--- src/rtl/nibble_serial_add_ctrl_pkg.sv ---
// Shared constants for the nibble-serial adder: FSM encodings and nibble width.
package nibble_serial_add_ctrl_pkg;

  localparam int unsigned NIB_W = 4;

  typedef enum logic [1:0] {
    ST_IDLE = 2'd0,
    ST_RUN  = 2'd1,
    ST_DONE = 2'd2
  } state_e;

  function automatic int unsigned nib_count(input int unsigned width);
    return width / NIB_W;
  endfunction

endpackage

--- src/rtl/nibble_adder4.sv ---
// Combinational 4-bit ripple-carry adder built from full-adder cells.
module nibble_adder4
  import nibble_serial_add_ctrl_pkg::*;
(
  output logic             cout,
  output logic [NIB_W-1:0] sum,
  input  logic [NIB_W-1:0] in1,
  input  logic [NIB_W-1:0] in2,
  input  logic             cin
);

  logic [NIB_W:0] c;

  assign c[0] = cin;

  for (genvar i = 0; i < NIB_W; i++) begin : g_fa
    assign sum[i]   = in1[i] ^ in2[i] ^ c[i];
    assign c[i+1]   = (in1[i] & in2[i]) | (c[i] & (in1[i] ^ in2[i]));
  end

  assign cout = c[NIB_W];

endmodule

--- src/rtl/nibble_serial_add_ctrl.sv ---
// WIDTH-bit adder sequenced one nibble per clock through a shared 4-bit adder.
// Optional subtract mode (sub port) is enabled by defining NIBBLE_SUB_EN.
module nibble_serial_add_ctrl
  import nibble_serial_add_ctrl_pkg::*;
#(
  parameter int unsigned WIDTH = 16
) (
  input  logic             clk,
  input  logic             rst_n,
  input  logic             start,
  input  logic [WIDTH-1:0] a,
  input  logic [WIDTH-1:0] b,
  input  logic             cin,
`ifdef NIBBLE_SUB_EN
  input  logic             sub,
`endif
  output logic             busy,
  output logic             done,
  output logic [WIDTH-1:0] result,
  output logic             cout
);

  localparam int unsigned NIB = nib_count(WIDTH);
  localparam int unsigned CW  = $clog2(NIB) + 1;

  state_e           state_q, state_d;
  logic [WIDTH-1:0] opa_q, opa_d, opb_q, opb_d;
  logic [WIDTH-1:0] result_q, result_d, result_shift;
  logic             carry_q, carry_d;
  logic             cout_q, cout_d;
  logic [CW-1:0]    cnt_q, cnt_d;
  logic [NIB_W-1:0] add_sum;
  logic             add_cout;
  logic             last_step;

  nibble_adder4 u_adder (
    .cout (add_cout),
    .sum  (add_sum),
    .in1  (opa_q[NIB_W-1:0]),
    .in2  (opb_q[NIB_W-1:0]),
    .cin  (carry_q)
  );

  assign last_step = (cnt_q == CW'(NIB - 1));

  // Each new nibble enters at the MSB end so the first one lands at the LSB after NIB steps.
  if (WIDTH == NIB_W) begin : g_single
    assign result_shift = add_sum;
  end else begin : g_multi
    assign result_shift = {add_sum, result_q[WIDTH-1:NIB_W]};
  end

  always_ff @(posedge clk or negedge rst_n) begin
    if (!rst_n) begin
      state_q  <= ST_IDLE;
      opa_q    <= '0;
      opb_q    <= '0;
      carry_q  <= 1'b0;
      cnt_q    <= '0;
      result_q <= '0;
      cout_q   <= 1'b0;
    end else begin
      state_q  <= state_d;
      opa_q    <= opa_d;
      opb_q    <= opb_d;
      carry_q  <= carry_d;
      cnt_q    <= cnt_d;
      result_q <= result_d;
      cout_q   <= cout_d;
    end
  end

  always_comb begin
    state_d = state_q;
    unique case (state_q)
      ST_IDLE: if (start) state_d = ST_RUN;
      ST_RUN:  if (last_step) state_d = ST_DONE;
      ST_DONE: state_d = ST_IDLE;
      default: state_d = ST_IDLE;
    endcase
  end

  always_comb begin
    opa_d    = opa_q;
    opb_d    = opb_q;
    carry_d  = carry_q;
    cnt_d    = cnt_q;
    result_d = result_q;
    cout_d   = cout_q;
    if (state_q == ST_IDLE && start) begin
      opa_d   = a;
      cnt_d   = '0;
`ifdef NIBBLE_SUB_EN
      opb_d   = sub ? ~b : b;
      carry_d = sub ? 1'b1 : cin;
`else
      opb_d   = b;
      carry_d = cin;
`endif
    end else if (state_q == ST_RUN) begin
      opa_d    = opa_q >> NIB_W;
      opb_d    = opb_q >> NIB_W;
      carry_d  = add_cout;
      cnt_d    = cnt_q + CW'(1);
      result_d = result_shift;
      if (last_step) cout_d = add_cout;
    end
  end

  always_comb begin
    busy   = (state_q == ST_RUN);
    done   = (state_q == ST_DONE);
    result = result_q;
    cout   = cout_q;
  end

endmodule

--- config.mk ---
export PLATFORM = sky130hd
export DESIGN_NAME = nibble_serial_add_ctrl
export DESIGN_NICKNAME = d
export VERILOG_FILES = /design/src/rtl/nibble_serial_add_ctrl_pkg.sv /design/src/rtl/nibble_adder4.sv /design/src/rtl/nibble_serial_add_ctrl.sv
export SDC_FILE = /design/constraint.sdc
export NUM_CORES = 1
export LEC_CHECK = 0
export CAP_MARGIN = 20
export CORE_MARGIN = 3
export CORE_UTILIZATION = 30
export CTS_CLUSTER_SIZE = 25
export DETAILED_ROUTE_END_ITERATION = 8
export HOLD_SLACK_MARGIN = 0.1
export PLACE_DENSITY = 0.6
export SETUP_SLACK_MARGIN = 0.5
export SLEW_MARGIN = 15
export SYNTH_ARGS = -nofsm -noshare
export SYNTH_HDL_FRONTEND = slang
export SYNTH_SLANG_ARGS = --single-unit
--- constraint.sdc ---
create_clock -name clk -period 2 [get_ports clk]
set_input_delay 0.2 -clock clk [delete_from_list [all_inputs] [get_ports clk]]
set_output_delay 0.2 -clock clk [all_outputs]
set_load 0.01 [all_outputs]
# Word level (Yosys, flattened, before mapping)
# Index checks and enable logic that the tools add are counted.
[op_classes]
reduce_logical = 6
muxes = 11
n_eq_ne = 5
add_sub_neg = 1
bitwise_logic = 21
[ops]
columns = ["operator", "n"]
rows = [
  ["two-way mux 16 bit", 4],
  ["AND 1 bit", 8],
  ["bitwise XOR 1 bit", 8],
  ["two-way mux 3 bit", 2],
  ["two-way mux 2 bit", 2],
  ["OR 1 bit", 4],
  ["one-hot mux 2 bit (2 select lines)", 1],
  ["AND reduction 2 bit", 2],
  ["adder 3 x 1 -> 3 bit, second input constant", 1],
  ["== test 3 x 2 -> 1 bit, second input constant", 1],
  ["AND reduction 3 bit", 1],
  ["== test 2 x 1 -> 1 bit, second input constant", 1],
  ["== test 2 bit, second input constant", 1],
  ["logical NOT 2 bit", 1],
  ["two-way mux 1 bit", 2],
  ["inequality test 2 x 1 -> 1 bit, second input constant", 1],
  ["inequality test 2 bit, second input constant", 1],
  ["nonzero test 2 bit", 1],
  ["logical AND 1 bit", 1],
  ["NOT 1 bit", 1],
]
[totals]
in_bits = 36
regBits = 55
output_inout_bits = 19

# Logic depth before layout (Yosys ltp)
# Gate-level depths: netlist of the first run.
[depth]
ltp_word = 11
ltp_mapped = 8
mapped_depth_nobuf = 8

# Cells and area by module
# A second synthesis of the first run with hierarchy kept.
[unflattened]
cells_unflattened = 235
area_unflattened_um2 = 2353.5
[by_module_without_submodules]
columns = ["mod", "seq_area_each_um2", "area_each_um2", "cells_per_inst", "n_inst"]
rows = [
  ["nibble_serial_add_ctrl", 1376.3, 2235.9, 221, 1],
  ["nibble_adder4", 0.0, 117.6, 14, 1],
]

# Worst setup path after synthesis of the first run
# Ideal clock, no wire load.
[synth_timing]
path_kind = "register -> register"
startpoint = "register opa_q[0]"
endpoint = "register result_q[15], in the netlist result[15]"
arrival_time_ns = 1.988
path_buffers = 0
stages_incl_launch_ff = 9
slack_ns = -0.071
setup_ns = 0.083
path_cell_list = "dfrtp_1 -> fa_1 -> inv_1 -> fa_1 -> inv_1 -> fa_1 -> inv_1 -> fa_1 -> o21ai_0"
[synth_between]
elab_chain_cells = 8
word_cells_on_any_way = 9
cone_classes = "9 x bitwise"
[synth_lines]
columns = ["element", "line_no", "source"]
rows = [
  ["from (decl)", "nibble_serial_add_ctrl.sv:27", "logic [WIDTH-1:0] opa_q, opa_d, opb_q, opb_d;"],
  ["from (signal assigned)", "nibble_serial_add_ctrl.sv:64", "opa_q <= opa_d;"],
  ["bitwise XOR 1 bit", "nibble_adder4.sv:18", "assign c[i+1] = (in1[i] & in2[i]) | (c[i] & (in1[i] ^ in2[i]));"],
  ["AND 1 bit", "nibble_adder4.sv:18", ""],
  ["OR 1 bit (*)", "nibble_adder4.sv:18", ""],
  ["AND 1 bit (*)", "nibble_adder4.sv:18", ""],
  ["OR 1 bit (*)", "nibble_adder4.sv:18", ""],
  ["AND 1 bit (*)", "nibble_adder4.sv:18", ""],
  ["OR 1 bit (*)", "nibble_adder4.sv:18", ""],
  ["bitwise XOR 1 bit (*)", "nibble_adder4.sv:17", "assign sum[i] = in1[i] ^ in2[i] ^ c[i];"],
  ["to (signal assigned)", "nibble_serial_add_ctrl.sv:68", "result_q <= result_d;"],
  ["to (decl)", "nibble_serial_add_ctrl.sv:28", "logic [WIDTH-1:0] result_q, result_d, result_shift;"],
]
# Every way passes the cells marked *; elsewhere a longest branch is shown, timed or not.
# A chain may end at the register's enable or synchronous reset.

# Final worst setup path of the first run
[layout_timing]
startpoint = "register carry_q"
endpoint = "register result_q[15], in the netlist result[15]"
[layout_between]
elab_chain_cells = 7
[layout_lines]
columns = ["element", "line_no", "source"]
rows = [
  ["from (decl)", "nibble_serial_add_ctrl.sv:29", "logic carry_q, carry_d;"],
  ["from (signal assigned)", "nibble_serial_add_ctrl.sv:66", "carry_q <= carry_d;"],
  ["AND 1 bit", "nibble_adder4.sv:18", ""],
  ["OR 1 bit", "nibble_adder4.sv:18", ""],
  ["AND 1 bit", "nibble_adder4.sv:18", ""],
  ["OR 1 bit", "nibble_adder4.sv:18", ""],
  ["AND 1 bit", "nibble_adder4.sv:18", ""],
  ["OR 1 bit", "nibble_adder4.sv:18", ""],
  ["bitwise XOR 1 bit", "nibble_adder4.sv:17", ""],
]
# No other way between the ends.

==> flow_summary.ini, run 1 <==
[clock_network]
cts_buffers = 5
clk_pin_slew_ps = 100
clock_latency_ps = 310
cts_tree = built
numClockSinks = 55
clock_path_buffers = 2
clockRootBuffer = clkbuf_8
cts.htree.levels = 2

[timing]
fmax_ghz = 0.4842
finalHoldViolations = 0
rsz0062_at_grt = true
finalClockSkew_ps = 6.900
period_share = 1.033
setup_violations = 1
tightest_slew_ps = 708.4
slew_violations = 0
relSlewSlack = 0.5277
fin_crit_ps = 2065
setup_slack_ps = -65.16

[power]
power.total_mw = 5.237
vdd_drop_max_uv = 460.6
p_per_area_nw_per_um2 = 1604
p_leak_nw = 1.411

[hold_path]
worstHoldEndpoint = opa_q[12]$_DFFE_PN0P_
whs_path_depth = 3
hp-class = input pin to register
min_from = a[12]

[yosys]
yosys-top-cells-area = dfrtp_1, o22ai_1, mux2_4
ys_seq_area_frac = 0.5567
synth_nets = 255
syn_inst = 213
synth_top_cell_by_area = dfrtp_1
synth_warnings = 0
synth_top_area_frac = 0.5567
yosysMostFrequentCell = dfrtp_1
syn_area_um2 = 2472
synth_cell_types = 27
ys_ff_latch = 55
synth.avg_cell_area_um2 = 11.61
synth_commonest_cells = dfrtp_1, o22ai_1, a21oi_1
synthArstFlopShare = 1.000
synth_ff_type = dfrtp_1
synth_edf_count = 0

[route]
routed_via_density = 4.960
drc = 0
ant_nets = 0
dr_total_vias = 1870
drt_iter0_drc = 169
wirelength_um = 5944
dr.pass1.iters = 4
post_drt_wl_per_cell_um = 15.77

[status]
violations = negative setup slack
outcome = finished with violations

[grt]
grt_max_degree = 56
grt_pass1_vias = 1852
grt_pass1_wl_um = 9742
antenna_found_initial = 0
grt_usage = 0.1280
overflow = 0

[critical_path]
ff2ff_setup_slack_ps = -70
rr_startpoint = carry_q$_DFFE_PN0P_
end_kind = register
critPathKind = register to register
reg2reg_to = result[15]$_DFFE_PN0P_
crit_fanout = 2
cp.required_ps = 2240
reg2regPathDepth = 8
start_kind = register
worst-endpoint-arrival_ps = 2300

[floorplan]
fp.dieH_um = 96.78
io-pin-count = 55
die_x_um = 96.78
dieArea_um2 = 9366
start_util = 0.3151
row_count = 32
core-area_um2 = 7848

[layout]
syn_to_final_growth_pct = 32.08
antennaDiodeCount = 0
fin_nets = 316
drive_gt1_frac = 0.1927
layoutNonFillerInstCount = 377

[job]
maxCapViolCount = 0

[placement]
gp_congestion = 0.7764
placed_cells_incl_taps = 366
port_buffers = 54
hpwlAfterDp_um = 4195
==> through the flow <==
| step | hold slack, ps | setup TNS [ps] | setup WS, ps | util | area (um^2) |
|---|---|---|---|---|---|
| after floorplan | -95.59 | 0 | 1.663 | - | 2480 |
| after global placement | 380.6 | -31.65 | -31.65 | 0.3992 | 3133 |
| after detailed placement | 384.6 | -58.96 | -58.96 | 0.3992 | 3133 |
| after CTS | 440.1 | -89.87 | -89.87 | 0.4126 | 3238 |
| after global routing | 461.9 | -253.8 | -139.0 | 0.4161 | 3266 |
| final | 432.5 | -65.16 | -65.16 | 0.4161 | 3266 |
==> kinds of logic after synthesis <==
| logic type | synth area share |
|---|---|
| AOI/OAI and AO/OA | 0.1959 |
| adders and majority gates | 0.04251 |
| buffers and inverters | 0.06326 |
| DFF | 0.5567 |
| muxes | 0.07894 |
| and+or+nand+nor | 0.06276 |
==> where the power goes <==
group          switching [mW]  total, mW  internal [mW]
clock                   0.369      0.613          0.245
sequential              0.385       2.03           1.65
combinational            1.15       2.59           1.45
total                    1.90       5.24           3.34
==> layout by cell type (no fill, tap or decap), types with 2 or more instances in the layout <==
cell	Yosys	routed
a21oi_1	21	21
a22o_1	4	4
buf_4	2	15
clkbuf_8	0	5
clkdlybuf4s50_1	0	52
clkinvlp_4	0	2
dfrtp_1	55	55
fa_2	0	3
ha_1	2	2
inv_1	13	10
inv_2	0	3
mux2_2	4	4
mux2_4	10	10
nand2_1	8	8
nand2b_1	2	2
nand3b_1	5	5
nor2_1	14	14
o21ai_0	12	9
o21ai_1	0	3
o221a_2	4	4
o22ai_1	31	31
==> sequential cells by signal, indices dropped and copies added (netlist names) <==
| name | count |
|---|---|
| result | 16 |
| cout | 1 |
| state_q | 2 |
| opb_q | 16 |
| opa_q | 16 |
| carry_q | 1 |
| cnt_q | 3 |
==> worst max-delay path by stage <==
stage                        startpoint  slack [ps]                endpoint
floorplan           carry_q$_DFFE_PN0P_           2  result[15]$_DFFE_PN0P_
detailed placement  carry_q$_DFFE_PN0P_         -60  result[15]$_DFFE_PN0P_
global route        carry_q$_DFFE_PN0P_        -140  result[15]$_DFFE_PN0P_
finish              carry_q$_DFFE_PN0P_         -70  result[15]$_DFFE_PN0P_
global placement    carry_q$_DFFE_PN0P_         -30  result[15]$_DFFE_PN0P_
CTS                 carry_q$_DFFE_PN0P_         -90  result[15]$_DFFE_PN0P_
==> area by class of cell <==
class                           count  area, um^2
Fill cell                         768        4582
Sequential cell                    55        1376
Multi-Input combinational cell    129       963.4
Timing Repair Buffer               70       660.6
Tap cell                          102       127.6
Clock buffer                        5       68.82
Inverter                           13       48.80
Clock inverter                      3       20.02
==> critical path, cell delays in order, from the launching register on <==
cell     delay [ps]
dfrtp_1         410
fa_2            390
inv_2            60
fa_2            180
inv_2            40
fa_2            330
inv_2            70
fa_1            410
o21ai_1         120
==> per-layer routing <==
layer | share of wire | GRT usage | vias up
met2 | 0.45 | 0.1874 | 62
li1 | - | - | 892
met5 | 0 | 0 | -
met4 | 0.017 | 0.02808 | 0
met1 | 0.49 | 0.1899 | 905
met3 | 0.047 | 0.03461 | 11
==> what timing repair did <==
action                                  4_1_cts  5_1_grt
endpoints found under the setup margin        7       37
setup buffers                                 0        2
hold buffers                                  1        0
resized for setup                             2        4
hold endpoints to repair                     55        0
Note: power is estimated with default switching activity, not from simulation.
==> run 2: changes to the inputs <==
PLACE_DENSITY = 0.58   (was 0.6)
clock period = 2.21 ns   (was 2 ns; I/O delays follow)
==> run 2 against run 1 <==
  * The run now ends clean
  * Worst hold slack worse by 67 ps
  * Cell count down 1.3%
  * Count of clock-buffer cells in the layout up 1
  * Critical path type unchanged
==> flow_summary.ini, run 2 (synthesis results as in run 1) <==
[clock_network]
cts_buffers = 5
clk_pin_slew_ps = 90
cts.htree.levels = 2
clock_latency_ps = 300
cts_tree = built
clockRootBuffer = clkbuf_8
numClockSinks = 55
clock_path_buffers = 2

[grt]
grt_max_degree = 35
antenna_found_initial = 0
grt_usage = 0.1233
grt_pass1_wl_um = 9466
overflow = 0
grt_pass1_vias = 1900

[floorplan]
io-pin-count = 55
row_count = 32
core-area_um2 = 7848
dieArea_um2 = 9366
die_x_um = 96.78
start_util = 0.3151
fp.dieH_um = 96.78

[timing]
relSlewSlack = 0.5706
finalHoldViolations = 0
finalClockSkew_ps = 5.796
setup_slack_ps = 147.9
setup_violations = 0
slew_violations = 0
fin_crit_ps = 2062
fin_tns_setup_ps = 0
period_share = 0.9331
fmax_ghz = 0.4849
rsz0062_at_grt = true
tightest_slew_ps = 642.7

[power]
p_per_area_nw_per_um2 = 1483
power.total_mw = 4.823
p_leak_nw = 1.391
vdd_drop_max_uv = 443.2

[job]
maxCapViolCount = 0

[critical_path]
crit_chain = fa_2 -> inv_2 -> fa_2 -> inv_2 -> fa_2 -> inv_2 -> fa_1 -> o21ai_2
cp.required_ps = 2440
critPathLaunch = opa_q[0]$_DFFE_PN0P_
worst-endpoint-arrival_ps = 2300
max_stage_delay_ps = 420
rr_startpoint = opa_q[0]$_DFFE_PN0P_
end_kind = register
crit_fanout = 2
critPathKind = register to register
critPathSlowestCell = dfrtp_1
start_kind = register

[route]
dr_total_vias = 1836
routed_via_density = 4.935
drt_iter0_drc = 59
dr.pass1.iters = 4
ant_nets = 0
wirelength_um = 5774
route.met2.wl_um = 2740
wl_met1_um = 2714
top_layer = met4
post_drt_wl_per_cell_um = 15.52
drc = 0
wl_met3_um = 266

[layout]
multiInputGateArea_um2 = 957.2
drive_gt1_frac = 0.1815
syn_to_final_growth_pct = 31.58
final_cell_mix = dfrtp_1, clkdlybuf4s50_1, o22ai_1, a21oi_1, nor2_1
fill_cells = 777
antennaDiodeCount = 0
fin_nets = 311
layout_commonest_cell = dfrtp_1
seq_area_um2 = 1378

[placement]
port_buffers = 54
hpwlAfterDp_um = 4199
pre_cts_ws_ps = 108.2
gp_congestion = 0.7219

[hold_path]
hp-class = input pin to asynchronous set/reset pin

[status]
outcome = finished, final reports clean
-- run 2: worst max-delay path: cells and delay by family (launching register included) --
family | cells | cell delay, ps
buf+inv | 3 | 160
flops | 1 | 420
fa+ha+maj | 4 | 1310
compound gates | 1 | 120
-- run 2: what timing repair did --
action	4_1_cts	5_1_grt
hold buffers	1	0
resized for setup	1	4
endpoints found under the hold margin	16	0
endpoints found under the setup margin	6	21
buffers inserted	3	0
pin swaps	2	0
-- run 2: power breakdown --
| group | internal (mW) | total, mW | leakage [nW] | switching [mW] |
|---|---|---|---|---|
| logic | 1.27 | 2.29 | 0.660 | 1.02 |
| clock network | 0.367 | 0.684 | 0.0612 | 0.317 |
| registers | 1.49 | 1.85 | 0.670 | 0.355 |
-- run 2: area by class of cell --
| cell class | count | share of cell area |
|---|---|---|
| timing repair buffer | 65 | 0.1919 |
| multi-input combinational | 129 | 0.2942 |
| tap | 102 | 0.03923 |
| clock inverter | 2 | 0.01077 |
| sequential | 55 | 0.4235 |
| inverter | 13 | 0.01500 |
| clock buffer | 6 | 0.02538 |
-- run 2: per-stage QoR --
step                      hold slack [ps]  area (um^2)  instances    util
after global placement              164.6         3088        360  0.3935
after CTS                           383.7         3238        372  0.4126
after detailed placement            167.0         3088        360  0.3935
final                               366.0         3253        372  0.4145
after global routing                400.9         3253        372  0.4145
after floorplan                    -74.59         2480        213       -
-- run 2: routing by layer --
metal	global-route usage	up-vias
met5	0	-
met4	0.02700	0
met3	0.02596	5
met2	0.2001	58
met1	0.1704	893
li1	-	880
-- run 2: path summary, 6_finish.rpt --
kind	to	slack, ps	cells past startpoint
setup / recovery	result[15]$_DFFE_PN0P_	150	8
hold / removal	result[3]$_DFFE_PN0P_	370	2
setup reg to reg	result[15]$_DFFE_PN0P_	150	8
hold reg to reg	cnt_q[0]$_DFFE_PN0P_	510	1
max in group asynchronous	state_q[1]$_DFFE_PN0P_	1230	3
min in group clk	opa_q[12]$_DFFE_PN0P_	460	3
